## config.mk

```make
export PLATFORM = sky130hd
export DESIGN_NAME = usb_rst_seq
export DESIGN_NICKNAME = d
export VERILOG_FILES = /design/src/rtl/usb_rst_seq_pkg.sv /design/src/rtl/usb_tick_gen.sv /design/src/rtl/usb_rst_seq.sv
export SDC_FILE = /design/constraint.sdc
export NUM_CORES = 1
export LEC_CHECK = 0
export CORE_UTILIZATION = 45
export DETAILED_ROUTE_END_ITERATION = 7
export HOLD_SLACK_MARGIN = 0.15
export PLACE_DENSITY = 0.62
export SYNTH_ARGS = -nofsm -noshare
export SYNTH_HDL_FRONTEND = slang
export SYNTH_SLANG_ARGS = --single-unit
```

## constraint.sdc

```tcl
create_clock -name clk -period 2.4 [get_ports clk]
set_clock_uncertainty 0.2 [all_clocks]
set_input_delay 0.48 -clock clk [delete_from_list [all_inputs] [get_ports clk]]
set_output_delay 0.48 -clock clk [all_outputs]
set_load 0.03 [all_outputs]
```

## src/rtl/usb_rst_seq_pkg.sv

```systemverilog
// Shared types, 48 MHz timing defaults and width helpers for the usb20dev reset-release sequencer.
package usb_rst_seq_pkg;

   typedef enum logic [1:0] {
      INIT  = 2'd0,
      STAGE = 2'd1,
      RUN   = 2'd2
   } state_t;

   localparam int unsigned CLK_HZ          = 32'd48_000_000;
   localparam int unsigned INIT_CYCLES_DEF = CLK_HZ / 32'd10_000;     // 100 us
   localparam int unsigned STEP_CYCLES_DEF = CLK_HZ / 32'd1_000_000;  // 1 us
   localparam int unsigned TICK_CYCLES_DEF = CLK_HZ / 32'd1_000;      // 1 ms

   // Bits needed to count 0..n-1, never less than one bit.
   function automatic int unsigned width_of(input int unsigned n);
      if (n <= 32'd2) begin
         return 32'd1;
      end else begin
         return $clog2(n);
      end
   endfunction

   function automatic int unsigned max_u(input int unsigned a, input int unsigned b);
      if (a > b) begin
         return a;
      end else begin
         return b;
      end
   endfunction

endpackage

```

## src/rtl/usb_tick_gen.sv

```systemverilog
// Period counter emitting a one-cycle pulse every PERIOD enabled cycles; clear and disable both
// return it to zero so the first pulse always lands PERIOD edges after enable rises.
module usb_tick_gen
   import usb_rst_seq_pkg::*;
#(
   parameter int unsigned PERIOD = TICK_CYCLES_DEF
) (
   input  logic clk,
   input  logic rst,
   input  logic i_en,
   input  logic i_clr,
   output logic o_tick
);

   localparam int unsigned    CNT_W = width_of(PERIOD);
   localparam logic [CNT_W-1:0] LAST  = CNT_W'(PERIOD - 32'd1);

   logic [CNT_W-1:0] r_cnt;
   logic             r_tick;

   // Period counter and registered pulse.
   always_ff @(posedge clk) begin
      if (rst || i_clr || !i_en) begin
         r_cnt  <= {CNT_W{1'b0}};
         r_tick <= 1'b0;
      end else if (r_cnt == LAST) begin
         r_cnt  <= {CNT_W{1'b0}};
         r_tick <= 1'b1;
      end else begin
         r_cnt  <= r_cnt + CNT_W'(1'b1);
         r_tick <= 1'b0;
      end
   end

   assign o_tick = r_tick;

endmodule

```

## src/rtl/usb_rst_seq.sv

```systemverilog
// Reset-release sequencer: holds CH_N channels in reset, then releases them one by one (bit 0 first).
// Optional 1 ms tick output is enabled with macro USB_RST_SEQ_TICK_EN.
module usb_rst_seq
   import usb_rst_seq_pkg::*;
#(
   parameter int unsigned CH_N        = 32'd3,
   parameter int unsigned INIT_CYCLES = INIT_CYCLES_DEF,
   parameter int unsigned STEP_CYCLES = STEP_CYCLES_DEF
`ifdef USB_RST_SEQ_TICK_EN
   ,
   parameter int unsigned TICK_CYCLES = TICK_CYCLES_DEF
`endif
) (
   input  logic            clk,
   input  logic            rst,
   input  logic            req_i,
   output logic [CH_N-1:0] ch_rst_o,
   output logic            done_o
`ifdef USB_RST_SEQ_TICK_EN
   ,
   output logic            tick_o
`endif
);

   localparam int unsigned CNT_W = width_of(max_u(INIT_CYCLES, STEP_CYCLES));
   localparam int unsigned K_W   = width_of(CH_N);

   localparam logic [CNT_W-1:0] INIT_LAST = CNT_W'(INIT_CYCLES - 32'd1);
   localparam logic [CNT_W-1:0] STEP_LAST = CNT_W'(STEP_CYCLES - 32'd1);
   localparam logic [K_W-1:0]   K_LAST    = K_W'(CH_N - 32'd1);
   localparam logic [CH_N-1:0]  CH_ONE    = CH_N'(1'b1);

   state_t           r_state;
   state_t           w_state_nxt;
   logic [CNT_W-1:0] r_cnt;
   logic [CNT_W-1:0] w_cnt_nxt;
   logic [K_W-1:0]   r_k;
   logic [K_W-1:0]   w_k_nxt;
   logic [CH_N-1:0]  r_ch_rst;
   logic [CH_N-1:0]  w_ch_rst_nxt;
   logic             r_done;
   logic             w_done_nxt;

   // State register; reset and restart request land in the same state, holding the counter at zero.
   always_ff @(posedge clk) begin
      if (rst || req_i) begin
         r_state  <= INIT;
         r_cnt    <= {CNT_W{1'b0}};
         r_k      <= {K_W{1'b0}};
         r_ch_rst <= {CH_N{1'b1}};
         r_done   <= 1'b0;
      end else begin
         r_state  <= w_state_nxt;
         r_cnt    <= w_cnt_nxt;
         r_k      <= w_k_nxt;
         r_ch_rst <= w_ch_rst_nxt;
         r_done   <= w_done_nxt;
      end
   end

   // Next-state logic: release channel 0 after the power-on delay, then one channel per step.
   always_comb begin
      w_state_nxt  = r_state;
      w_cnt_nxt    = r_cnt;
      w_k_nxt      = r_k;
      w_ch_rst_nxt = r_ch_rst;
      w_done_nxt   = r_done;
      case (r_state)
         INIT: begin
            if (r_cnt == INIT_LAST) begin
               w_ch_rst_nxt = r_ch_rst & ~CH_ONE;
               w_cnt_nxt    = {CNT_W{1'b0}};
               w_k_nxt      = K_W'(1'b1);
               if (CH_N == 32'd1) begin
                  w_state_nxt = RUN;
                  w_done_nxt  = 1'b1;
               end else begin
                  w_state_nxt = STAGE;
               end
            end else begin
               w_cnt_nxt = r_cnt + CNT_W'(1'b1);
            end
         end
         STAGE: begin
            if (r_cnt == STEP_LAST) begin
               w_ch_rst_nxt = r_ch_rst & ~(CH_ONE << r_k);
               w_cnt_nxt    = {CNT_W{1'b0}};
               if (r_k == K_LAST) begin
                  w_state_nxt = RUN;
                  w_done_nxt  = 1'b1;
               end else begin
                  w_k_nxt = r_k + K_W'(1'b1);
               end
            end else begin
               w_cnt_nxt = r_cnt + CNT_W'(1'b1);
            end
         end
         RUN: begin
            w_state_nxt = RUN;
         end
         default: begin
            w_state_nxt  = INIT;
            w_cnt_nxt    = {CNT_W{1'b0}};
            w_k_nxt      = {K_W{1'b0}};
            w_ch_rst_nxt = {CH_N{1'b1}};
            w_done_nxt   = 1'b0;
         end
      endcase
   end

   assign ch_rst_o = r_ch_rst;
   assign done_o   = r_done;

`ifdef USB_RST_SEQ_TICK_EN
   usb_tick_gen #(
      .PERIOD (TICK_CYCLES)
   ) u_tick_gen (
      .clk    (clk),
      .rst    (rst),
      .i_en   (r_done),
      .i_clr  (req_i),
      .o_tick (tick_o)
   );
`endif

endmodule

```

== Word level (Yosys, flattened, before mapping) ==
Cells that the tools add are included.
Widths: inputs -> output; s select.

* Reduce and logical (&&, ||, !) cells: 8
* Equality and inequality tests: 9
* Shift operators: 1
* Bitwise logic cells: 5
* Add/sub/neg operators: 2
* Muxes and demuxes: 16

{| class="wikitable"
|+ Operator list
! kind !! number
|-
| $pmux 13 s3 || 1
|-
| $mux 13 || 2
|-
| $add 13x1->13 const B || 1
|-
| $eq 13x13->1 const B || 1
|-
| $eq 13x6->1 const B || 1
|-
| $pmux 2 s3 || 2
|-
| $reduce_and 3->1 || 4
|-
| $mux 2 || 5
|-
| $pmux 3 s3 || 1
|-
| $ne 2x2->1 const B || 4
|-
| $eq 2x2->1 const B || 2
|-
| $reduce_and 4->1 || 1
|-
| $and 3x3->3 || 1
|-
| $mux 1 || 3
|-
| $mux 3 || 1
|-
| $not 1->1 || 3
|-
| $not 3->3 || 1
|-
| $shl 1x2->3 const A || 1
|-
| $add 2x1->2 const B || 1
|-
| $eq 2x1->1 const B || 1
|-
| $logic_not 2->1 || 1
|-
| $pmux 1 s2 || 1
|-
| $reduce_or 2->1 || 1
|-
| $logic_or 1x1->1 || 1
|}

* Output and inout port bits: 4
* Input bits: 3
* Logic and storage cells: 47
* Bits in registers: 21

== Logic depth before layout (Yosys ltp) ==
* Depth in word-level cells: 5
* Gate-level depth with buffers: 7
* Gate-level depth less buffers: 7

== Worst setup path after synthesis ==
OpenSTA, ideal clock, no wires.

* Path kind: register to register
* Start point: reg r_cnt[8]
* End point: reg r_k[1]
* Data arrival time: 2.047 ns
* Period minus slack after synthesis: 2.343 ns
* Required time: 2.105 ns
* Path slack: 0.057 ns
* Buffers on the path: 0
* Stages on the path, launching flop included: 6
* Setup time: 0.095 ns
* Cells stage by stage: dfxtp_1 or4_4 o41ai_4 nand2_4 or4_1 o311ai_1

* Longest elaborated chain between the ends: 3
* Elaborated cells on any way between the ends: 5
* Those cells by class: 4 x eq/ne; 1 x reduce/logical

{| class="wikitable"
|+ RTL lines
! element !! RTL line !! source
|-
| from (decl) || usb_rst_seq.sv:35 || <nowiki>logic [CNT_W-1:0] r_cnt;</nowiki>
|-
| from (signal assigned) || usb_rst_seq.sv:48 || <nowiki>r_cnt <= {CNT_W{1'b0}};</nowiki>
|-
| from (signal assigned) || usb_rst_seq.sv:54 || <nowiki>r_cnt <= w_cnt_nxt;</nowiki>
|-
| $eq 13x6->1 / $eq 13x13->1 (equally long branches) || usb_rst_seq.sv:85, usb_rst_seq.sv:70 ||
|-
| $ne 2x2->1 (no line) || - ||
|-
| $reduce_and 4->1 (no line) * || - ||
|-
| to (signal assigned) || usb_rst_seq.sv:49 || <nowiki>r_k <= {K_W{1'b0}};</nowiki>
|-
| to (signal assigned) || usb_rst_seq.sv:55 || <nowiki>r_k <= w_k_nxt;</nowiki>
|-
| to (decl) || usb_rst_seq.sv:37 || <nowiki>logic [K_W-1:0] r_k;</nowiki>
|}

Every way passes the cells marked *; elsewhere a longest branch is shown, timed or not.
A chain may end at the register's enable or synchronous reset.

== Worst setup path after layout ==
Ends and elaborated chain as after synthesis.

==> impl_summary.log <==
INFO  metric power.ir.vdd_worst = 0.000273 V
INFO  metric max_cap_viol_count = 0
INFO  metric tritoncts.num_buffers = 3
INFO  metric drt-wirelength-per-cell = roughly 15 um
INFO  metric worstSkewPairLatency = 310 ps
INFO  metric period_share = 96.6%
INFO  metric report.power.total = 0.000548 W
INFO  metric drt_pre_antenna_iters = 4
INFO  metric routed_via_density = around 6
INFO  metric drc_errors = 0
INFO  metric grt_pass1_vias = 1008
INFO  metric timing.hold.worst.class = reg -> reg
INFO  metric synth_compound_area_share = 23.7%
INFO  metric place_congestion = 0.877
INFO  metric post_route_cells_drive_above_1_share = 14.8%
INFO  metric synth-simple-area-share = 28.9%
INFO  metric final-setup-viol-count = 0
INFO  metric synthesis.instances = ~150
INFO  metric globalRoute.totalOverflow = 0
INFO  metric top_fanout_value_on_the_critical_path = 3
INFO  metric post_synthesis_mux_area_share = 0%
INFO  metric synth-edff-count = 0
INFO  metric portBuffers = 6
INFO  metric die_width = 54.1 um
INFO  metric htreeDepth = 1
INFO  metric floorplan.io_pins = 7
INFO  metric seq_area_frac_synth = 34.4%
INFO  metric postSynth.asyncResetShare = 0%
INFO  metric place.detailed.hpwl = 2160 um
INFO  metric grt_start_max_net_pins = 13
INFO  metric fin_util = 55.2%
INFO  metric ant_nets = 0
INFO  metric antenna_found_initial = 0
INFO  metric leakage_power_total = 0.472 nW
INFO  metric finalMaxSlewViolations = 0
INFO  metric critPathArrivalTime = between 2000 and 2500 ps
INFO  metric worst_margin_pin_slew = about 540 ps
INFO  metric cts.root.buffer_cell = sky130_fd_sc_hd__clkbuf_4
INFO  metric outcome = completed
INFO  metric ys_ff_latch = 21
INFO  metric unrepaired_setup_endpoints_after_global_routing = false
INFO  metric cts.reportedPaths.clkPinSlew = 120 ps
INFO  metric synthesis.area_per_instance = 8.36 um2
INFO  metric clock_path_buffers = 2
INFO  metric fin_crit = 2320 ps
INFO  metric dieHeight = around 54 um
INFO  metric start_util = 48.4%
INFO  metric hold_violations = 0
INFO  metric diodes = 0
INFO  metric fmax = 431 MHz
INFO  metric finalSetupTns = 0 ps
INFO  metric yosysWarnings = 0
INFO  metric drt-initial-drc-count = 20
INFO  metric worst_slew_margin_rel = 64.0%
INFO  metric power_density = 393 nW/um2
INFO  metric crit_required = ~2400 ps
INFO  metric pre_cts_ws = 33.9 ps
INFO  metric route.vias.total = between 1000 and 1500
INFO  metric worstSetupEndpointType = register
INFO  metric postSynthNetCount = 156
INFO  metric cp-start-kind = register
INFO  metric core = roughly 2500 um2
INFO  metric post-cts-setup-buffers = 0
INFO  metric grt_first_pass_wirelength = 4650 um
INFO  metric core.rowCount = 18
INFO  metric gr-usage-all-layers = 22.0%
INFO  metric fp.dieArea = 2930 um2
INFO  metric flow.area_growth_from_synthesis = 14.0%
INFO  metric final_net_count = 173
INFO  metric final_critical_path_setup_slack = about 82 ps
INFO  metric ys_dominant_reg_cell = sky130_fd_sc_hd__dfxtp_1
INFO  metric clock_tree_from_tritoncts = done
INFO  metric critical_path_class = reg -> reg
INFO  metric synth_fa_ha_area_share = 7.17%
INFO  metric post_synth_num_cell_types = 40
INFO  metric wirelength = between 2000 and 3000 um
INFO  metric combinational_family_with_the_most_area_after_synthesis = simple AND/OR/NAND/NOR gates
INFO  metric clock_sink_count = 21
INFO  metric share_of_the_synthesized_netlist_area_taken_by_xor_and_xnor_gates = 0%
INFO  metric mappedNetlistArea = 1220 um2
## per-stage QoR
stage / instances / hold WS (ps) / cell area (um2)
CTS: 192 / 275 / 1390
finish: 192 / 267 / 1390
floorplan: 146 / 266 / 1220
detailed placement: 188 / 244 / 1360
global route: 192 / 302 / 1390
global placement: 188 / 233 / 1360
## synth_stat cells, types with 3 or more instances
| library cell | count | share of area (%) |
|---|---|---|
| sky130_fd_sc_hd__a21o_1 | 3 | 1.8 |
| sky130_fd_sc_hd__a21oi_1 | 10 | 4.1 |
| sky130_fd_sc_hd__a2bb2oi_1 | 3 | 2.2 |
| sky130_fd_sc_hd__a31oi_1 | 5 | 2.6 |
| sky130_fd_sc_hd__dfxtp_1 | 21 | 34 |
| sky130_fd_sc_hd__ha_1 | 7 | 7.2 |
| sky130_fd_sc_hd__inv_1 | 9 | 2.8 |
| sky130_fd_sc_hd__nand2_1 | 17 | 5.2 |
| sky130_fd_sc_hd__nand3_1 | 13 | 5.3 |
| sky130_fd_sc_hd__nand4_1 | 5 | 2.6 |
| sky130_fd_sc_hd__nor2_1 | 6 | 1.8 |
| sky130_fd_sc_hd__o21ai_0 | 8 | 3.3 |
| sky130_fd_sc_hd__o311ai_1 | 4 | 2.9 |
| sky130_fd_sc_hd__or4_1 | 4 | 2.5 |
## registers in the layout, indices dropped and copies added, names as in the netlist
register and flops:
r_state 2, ch_rst_o 3, done_o 1, r_k 2, r_cnt 13
## worst max-delay path, cell delays in order (launching register included)
cell and delay [ps]:
sky130_fd_sc_hd__dfxtp_1 340, sky130_fd_sc_hd__or4_4 580, sky130_fd_sc_hd__o41ai_4 450, sky130_fd_sc_hd__nand2_4 80, sky130_fd_sc_hd__or4_1 490, sky130_fd_sc_hd__o311ai_1 100
## layout make-up
cell class	count	area (um2)
Inverter	9	33.8
Tap cell	30	37.5
Clock inverter	1	5.00
Timing Repair Buffer	17	143
Clock buffer	3	22.5
Sequential cell	21	420
Fill cell	247	1130
Multi-Input combinational cell	111	731
## timing repair
item	in CTS	in global routing
hold buffers	0	0
gates resized for setup	0	1
setup endpoints to repair	0	5
hold endpoints to repair	0	0
## power by group
group	internal [W]	switching [W]	total, W	leakage (nW)
sequential	0.000350	0.00000180	0.000352	0.170
combinational	0.00000845	0.0000115	0.0000199	0.285
clock	0.0000622	0.000114	0.000176	0.0177
total	0.000421	0.000127	0.000548	0.472
## cells by family (layout without fill, tap and decap cells)
group | count (synthesis) | after routing
AO/OA/AOI/OAI | 41 | 41
flip-flops | 21 | 21
buffers and inverters | 14 | 30
AND/OR/NAND/NOR | 63 | 63
adder cells (fa/ha/maj) | 7 | 7
## worst paths after layout
check,start,end,slack [ps],cells past startpoint
hold / removal,ch_rst_o[2],ch_rst_o[2],270,1
setup / recovery,r_cnt[8],r_k[1],80,5
setup reg to reg,r_cnt[8],r_k[1],80,5
hold reg to reg,ch_rst_o[2],ch_rst_o[2],270,1
## placed cells by master (no fill, tap or decap), types with 6 or more instances in the layout
| master | count |
|---|---|
| sky130_fd_sc_hd__clkdlybuf4s50_1 | 6 |
| sky130_fd_sc_hd__a21oi_1 | 10 |
| sky130_fd_sc_hd__dfxtp_1 | 21 |
| sky130_fd_sc_hd__nand3_1 | 13 |
| sky130_fd_sc_hd__nor2_1 | 6 |
| sky130_fd_sc_hd__buf_4 | 11 |
| sky130_fd_sc_hd__o21ai_0 | 8 |
| sky130_fd_sc_hd__ha_1 | 7 |
| sky130_fd_sc_hd__inv_1 | 9 |
| sky130_fd_sc_hd__nand2_1 | 17 |
## layer usage
layer,global-route usage (%),vias to the layer above,part of all wire (%)
met1,31.0,534,51
li1,-,581,-
met2,34.2,23,44
met4,7.69,0,0.53
met5,0,-,0
met3,2.54,2,4.5
(Power assumes the default switching activity.)
==> variant 1, RTL diff (same settings) <==
Change the parameter `CH_N` from 32'd3 to 32'd6.
--- a/src/rtl/usb_rst_seq.sv
+++ b/src/rtl/usb_rst_seq.sv
@@ -3,7 +3,7 @@
 module usb_rst_seq
    import usb_rst_seq_pkg::*;
 #(
-   parameter int unsigned CH_N        = 32'd3,
+   parameter int unsigned CH_N        = 32'd6,
    parameter int unsigned INIT_CYCLES = INIT_CYCLES_DEF,
    parameter int unsigned STEP_CYCLES = STEP_CYCLES_DEF
 `ifdef USB_RST_SEQ_TICK_EN
Ports: changed (resized ch_rst_o); port bits go from 7 to 10. No check against the original RTL was run, so the function may have changed too.
==> variant 1 against the unedited design <==
Routed wire length fell by 3.8%. Synthesized area rose by 7.1%. Global-route usage fell by 2.6 points. Sequential share of layout area rose by 2.6 points. Sequential cell count rose by 4. Worst setup slack improved by 31 ps. Critical endpoint is now r_k[0]. Combinational power rose by 51%. Design area rose by 9.5%. Total power rose by 18%. Via count rose by 1.1%. Count of clock-buffer cells in the layout did not move.
==> variant 1: results (changes against the unedited design) <==
| Metric | Value |
|---|---|
| Worst Max-Slew Pin Slew | 441 ps (-94.0 ps) |
| Crit path kind | reg2reg |
| Clk Latency, worst-skew pair | 330 ps (+20 ps) |
| Max Fanout on Critical Path | 6 (+3) |
| Total Routing Usage GR | 19.4% (-2.6 points) |
| Max-Cap Viols | 0 (unchanged) |
| Worst-path clk slew | 140 ps (+20 ps) |
| Routability congestion estimate from global placement | 0.786 (-10%) |
| Vias in the first global route | 1094 (+8.5%) |
| Global-route met3 utilization | 4.88% (+2.3 points) |
| Initial antenna violation count | 0 (unchanged) |
| Routed Antenna Nets | 0 (unchanged) |
| First-pass GRT wire length | 4.84 mm (+4.0%) |
| Sequential element share of the synthesized area | 38.3% (+3.9 points) |
| Placed cells | 197 (+4.8%) |
| # H-tree levels | 1 (unchanged) |
| Via Count | 1152 (+1.1%) |
| Syn Area/Cell | 8.55 µm² (+2.2%) |
| Status | completed |
| CP max stage cell | or4_4 |
| Net Count, Synth | 165 (+5.8%) |
| Via density | 5.70 (-3.9%) |
| Largest net degree at the start of global routing | 20 (+7) |
| Fin nets | 184 (+6.4%) |
| Max reg flops | 13 (unchanged) |
| 1st-pass router iterations | 4 (unchanged) |
| WP data arrival | 2360 ps (+20 ps) |
| Wirelength, routed | 2.74 mm (-3.8%) |
| HPWL Detailed | 2.05 mm (-5.2%) |
| Pleak | 0.619 nW (+31%) |
| Met2 GRT Util | 33.7% (-0.42 points) |
| IR drop worst, VDD | 426 µV (+56%) |
| Number of diodes | 0 (unchanged) |
| Met1 Usage GRT | 23.6% (-7.4 points) |
| I/O Buffers | 9 (+3) |
| Yosys cell types | 38 (-5.0%) |
| Reg2Reg Setup Slack | 110 ps (+30 ps) |
| Area contributors post-synth | dfxtp_1 (38%), ha_1 (8.6%), nand2_1 (6.0%) |
| Iter 0 DRT Violations | 21 (+5.0%) |
| Commonest cells post-synth | dfxtp_1 (25), nand2_1 (21), a21oi_1 (11) |
| Share of cells above drive strength 1 | 11.1% (-3.7 points) |
-- variant 1: cell count changes after synthesis, sizes merged, moves of 3 or more --
cell	change
a21boi	+6
a22o	+3
a2bb2oi	-3
a31oi	+3
dfxtp	+4
nand2	+3
nand2b	+3
nand3	-5
nor2	+3
o311ai	-4
or4	-3
-- variant 1: final cells by class --
class	instances	area [µm²]
fillers	264	1230
multi-input cells	117	766
flip-flops and latches	25	500
repair buffers	17	163
well taps	31	38.8
inverters	8	30.0
clock buffers	3	22.5
clock inverters	1	5.00
-- variant 1: timing repair --
action	in CTS	in global routing
buffers inserted	1	0
resized for setup	0	1
pin swaps	1	1
endpoints found under the setup margin	1	4
cloned	0	0
-- variant 1: critical path: cells and delay by family, from the launching register on --
| family | cells | cell delay (ps) |
|---|---|---|
| AO/OA/AOI/OAI | 3 | 770 |
| flip-flops | 1 | 370 |
| buffers and inverters | 1 | 200 |
| AND/OR/NAND/NOR | 2 | 680 |
-- variant 1: cells by family after synthesis --
logic type	count (synthesis)	share of synthesized area (%)
simple gates	57	21.5
flops	25	38.3
compound gates	48	25.8
xor+xnor	3	2.01
fa+ha+maj	9	8.61
buf+inv	11	3.73
-- variant 1: worst paths after layout --
check                     end         from  cells past startpoint
hold / removal    ch_rst_o[2]  ch_rst_o[2]                      2
setup / recovery       r_k[0]     r_cnt[8]                      6
setup reg to reg       r_k[0]     r_cnt[8]                      6
hold reg to reg   ch_rst_o[2]  ch_rst_o[2]                      2
-- variant 1: layer usage --
metal | vias to the layer above | wire (µm)
li1 | 592 | -
met1 | 543 | 1280
met2 | 12 | 1360
met3 | 5 | 75
met4 | 0 | 31
met5 | - | 0
-- variant 1: stage by stage --
stage | hold WS, ps | instance area, µm² | utilization [%] | setup slack, ps
after floorplan | 247 | 1310 | - | 179
after global placement | 252 | 1480 | 53.8 | 60.0
after detailed placement | 259 | 1480 | 53.8 | 20.8
after CTS | 276 | 1520 | 55.0 | 70.3
after global routing | 298 | 1530 | 55.3 | -4.38
final | 274 | 1530 | 55.3 | 113
-- variant 1: power breakdown --
part	switching, mW	leakage, nW	internal [mW]
clock	0.129	0.0177	0.0626
sequential	0.00519	0.202	0.419
combinational	0.0153	0.399	0.0148
==> variant 2, RTL diff (same flow settings) <==
Made on the original files. Put one more register stage on the output `done_o`, without a reset. The value now appears one clock later. The other outputs are not delayed to match.
--- a/src/rtl/usb_rst_seq.sv
+++ b/src/rtl/usb_rst_seq.sv
@@ -109,7 +109,9 @@
    end
 
    assign ch_rst_o = r_ch_rst;
-   assign done_o   = r_done;
+   always_ff @(posedge clk) begin
+      done_o <= r_done;
+   end
 
 `ifdef USB_RST_SEQ_TICK_EN
    usb_tick_gen #(
Check against the original RTL: no difference found for any inputs over 10 cycles, from zero or initial values; that may be too few to reach the edited logic, so the function may still have changed.
==> variant 2 against the unedited design <==
Via count is 4.9% higher. Sequential cell count is 1 higher. Design area is 4.9% higher. First-iteration DRC count is 150% higher. Synthesized area is 1.6% higher. Sequential power is 5% higher. Highest routed layer unchanged. Total power is 24% higher. Worst setup slack worse by 24 ps. Clock power is 63% higher. Routed wire length is 2.6% higher. Sequential share of layout area hardly changed. Critical path type unchanged. Critical path depth is 1 higher.
==> variant 2: results (changes against the unedited design) <==
| Metric | Value |
|---|---|
| Hold Path Origin | r_done |
| Sequential element share of the synthesized area | 35.5% (+1.1 points) |
| Sequential power | 0.368 mW (+5%) |
| First-pass GRT wire length | 4.75 mm (+2.1%) |
| Wire length per cell | 15.0 µm (+1.1%) |
| Synthesized instance count | 147 (+0.68%) |
| FILL cells | 252 (+2.0%) |
| Combined area of the multi-input logic cells | 738 µm² (+1.0%) |
| Seq area share | 30.2% (+0.034 points) |
| Net Count, Synth | 157 (+0.64%) |
| Routability congestion estimate from global placement | 0.847 (-3.4%) |
| Yosys warning count | 0 (unchanged) |
| HPWL Detailed | 2.17 mm (+0.44%) |
| Total Routing Usage GR | 22.4% (+0.43 points) |
| Commonest cells post-synth | dfxtp_1 (22), nand2_1 (17), nand3_1 (13), a21oi_1 (10), inv_1 (9) |
| Largest net degree at the start of global routing | 14 (+1) |
| Post-Place Cell Area | 1400 µm² (+2.6%) |
| Pleak | 0.502 nW (+6.4%) |
| Buffer share of cell area | 10.8% (+0.55 points) |
| Reg2Reg Depth | 6 (+1) |
| Net Sw Frac | 19.4% (-3.7 points) |
| Status | completed |
| Reg2Reg Capture Point | r_k[0] |
| Share of cells above drive strength 1 | 17.0% (+2.2 points) |
| Global-route met3 utilization | 3.89% (+1.3 points) |
| Area contributors post-synth | dfxtp_1 (35%), ha_1 (7.1%), nand3_1 (5.2%) |
| Met3 routed WL | 149 µm (+17%) |
| Synth Area in Adders | 7.06% (-0.12 points) |
| Max Fanout on Critical Path | 9 (+6) |
| Fraction of the mapped netlist area in compound gates | 23.3% (-0.38 points) |
| Non-clock buffers | 19 (+2) |
| Met2 GRT Util | 32.3% (-1.8 points) |
| Worst Max-Slew Pin Slew | 523 ps (-12.1 ps) |
| Number of diodes | 0 (unchanged) |
| Routed wl met2 | 1.28 mm (+1.7%) |
| Hold endpoint | done_o |
| Vias in the first global route | 1033 (+2.5%) |
| IR drop worst, VDD | 362 µV (+33%) |
| Hold Crit Depth | 0 (-1) |
| Via Count | 1196 (+4.9%) |
| Clock sinks | 22 (+4.8%) |
| Clk power | 0.287 mW (+63%) |
| M1 WL | 1.46 mm (+0.97%) |
| Worst setup margin | 58.2 ps (-23.7 ps) |
| Met1 Usage GRT | 32.8% (+1.8 points) |
| Placement Setup Slack | 67.1 ps (+33.2 ps) |
| Wirelength, routed | 2.92 mm (+2.6%) |
==> variant 2: cell count changes in the layout (fill, tap and decap cells not counted) <==
cell,before,now
bufinv_16,0,1
o311ai_1,4,3
o311ai_2,0,1
clkinv_2,1,0
buf_4,11,13
dfxtp_2,0,1
==> variant 2: timing repair <==
action / 4_1_cts / 5_1_grt
setup endpoints to repair: 0 / 6
gates resized for setup: 0 / 3
hold endpoints to repair: 0 / 0
==> variant 2: stage by stage <==
| step | hold slack, ps | TNS (ps) | power, mW |
|---|---|---|---|
| after floorplan | 131 | 0 | 0.388 |
| after global placement | 145 | 0 | 0.397 |
| after global routing | 178 | -16.1 | 0.701 |
| final | 166 | 0 | 0.677 |
| after CTS | 170 | 0 | 0.688 |
| after detailed placement | 153 | 0 | 0.398 |
==> variant 2: worst reg2reg max path: cells and delay by family, from the launching register on <==
family          cells  cell delay (ps)
simple gates        3              900
buf+inv             1              180
compound gates      2              630
flops               1              330
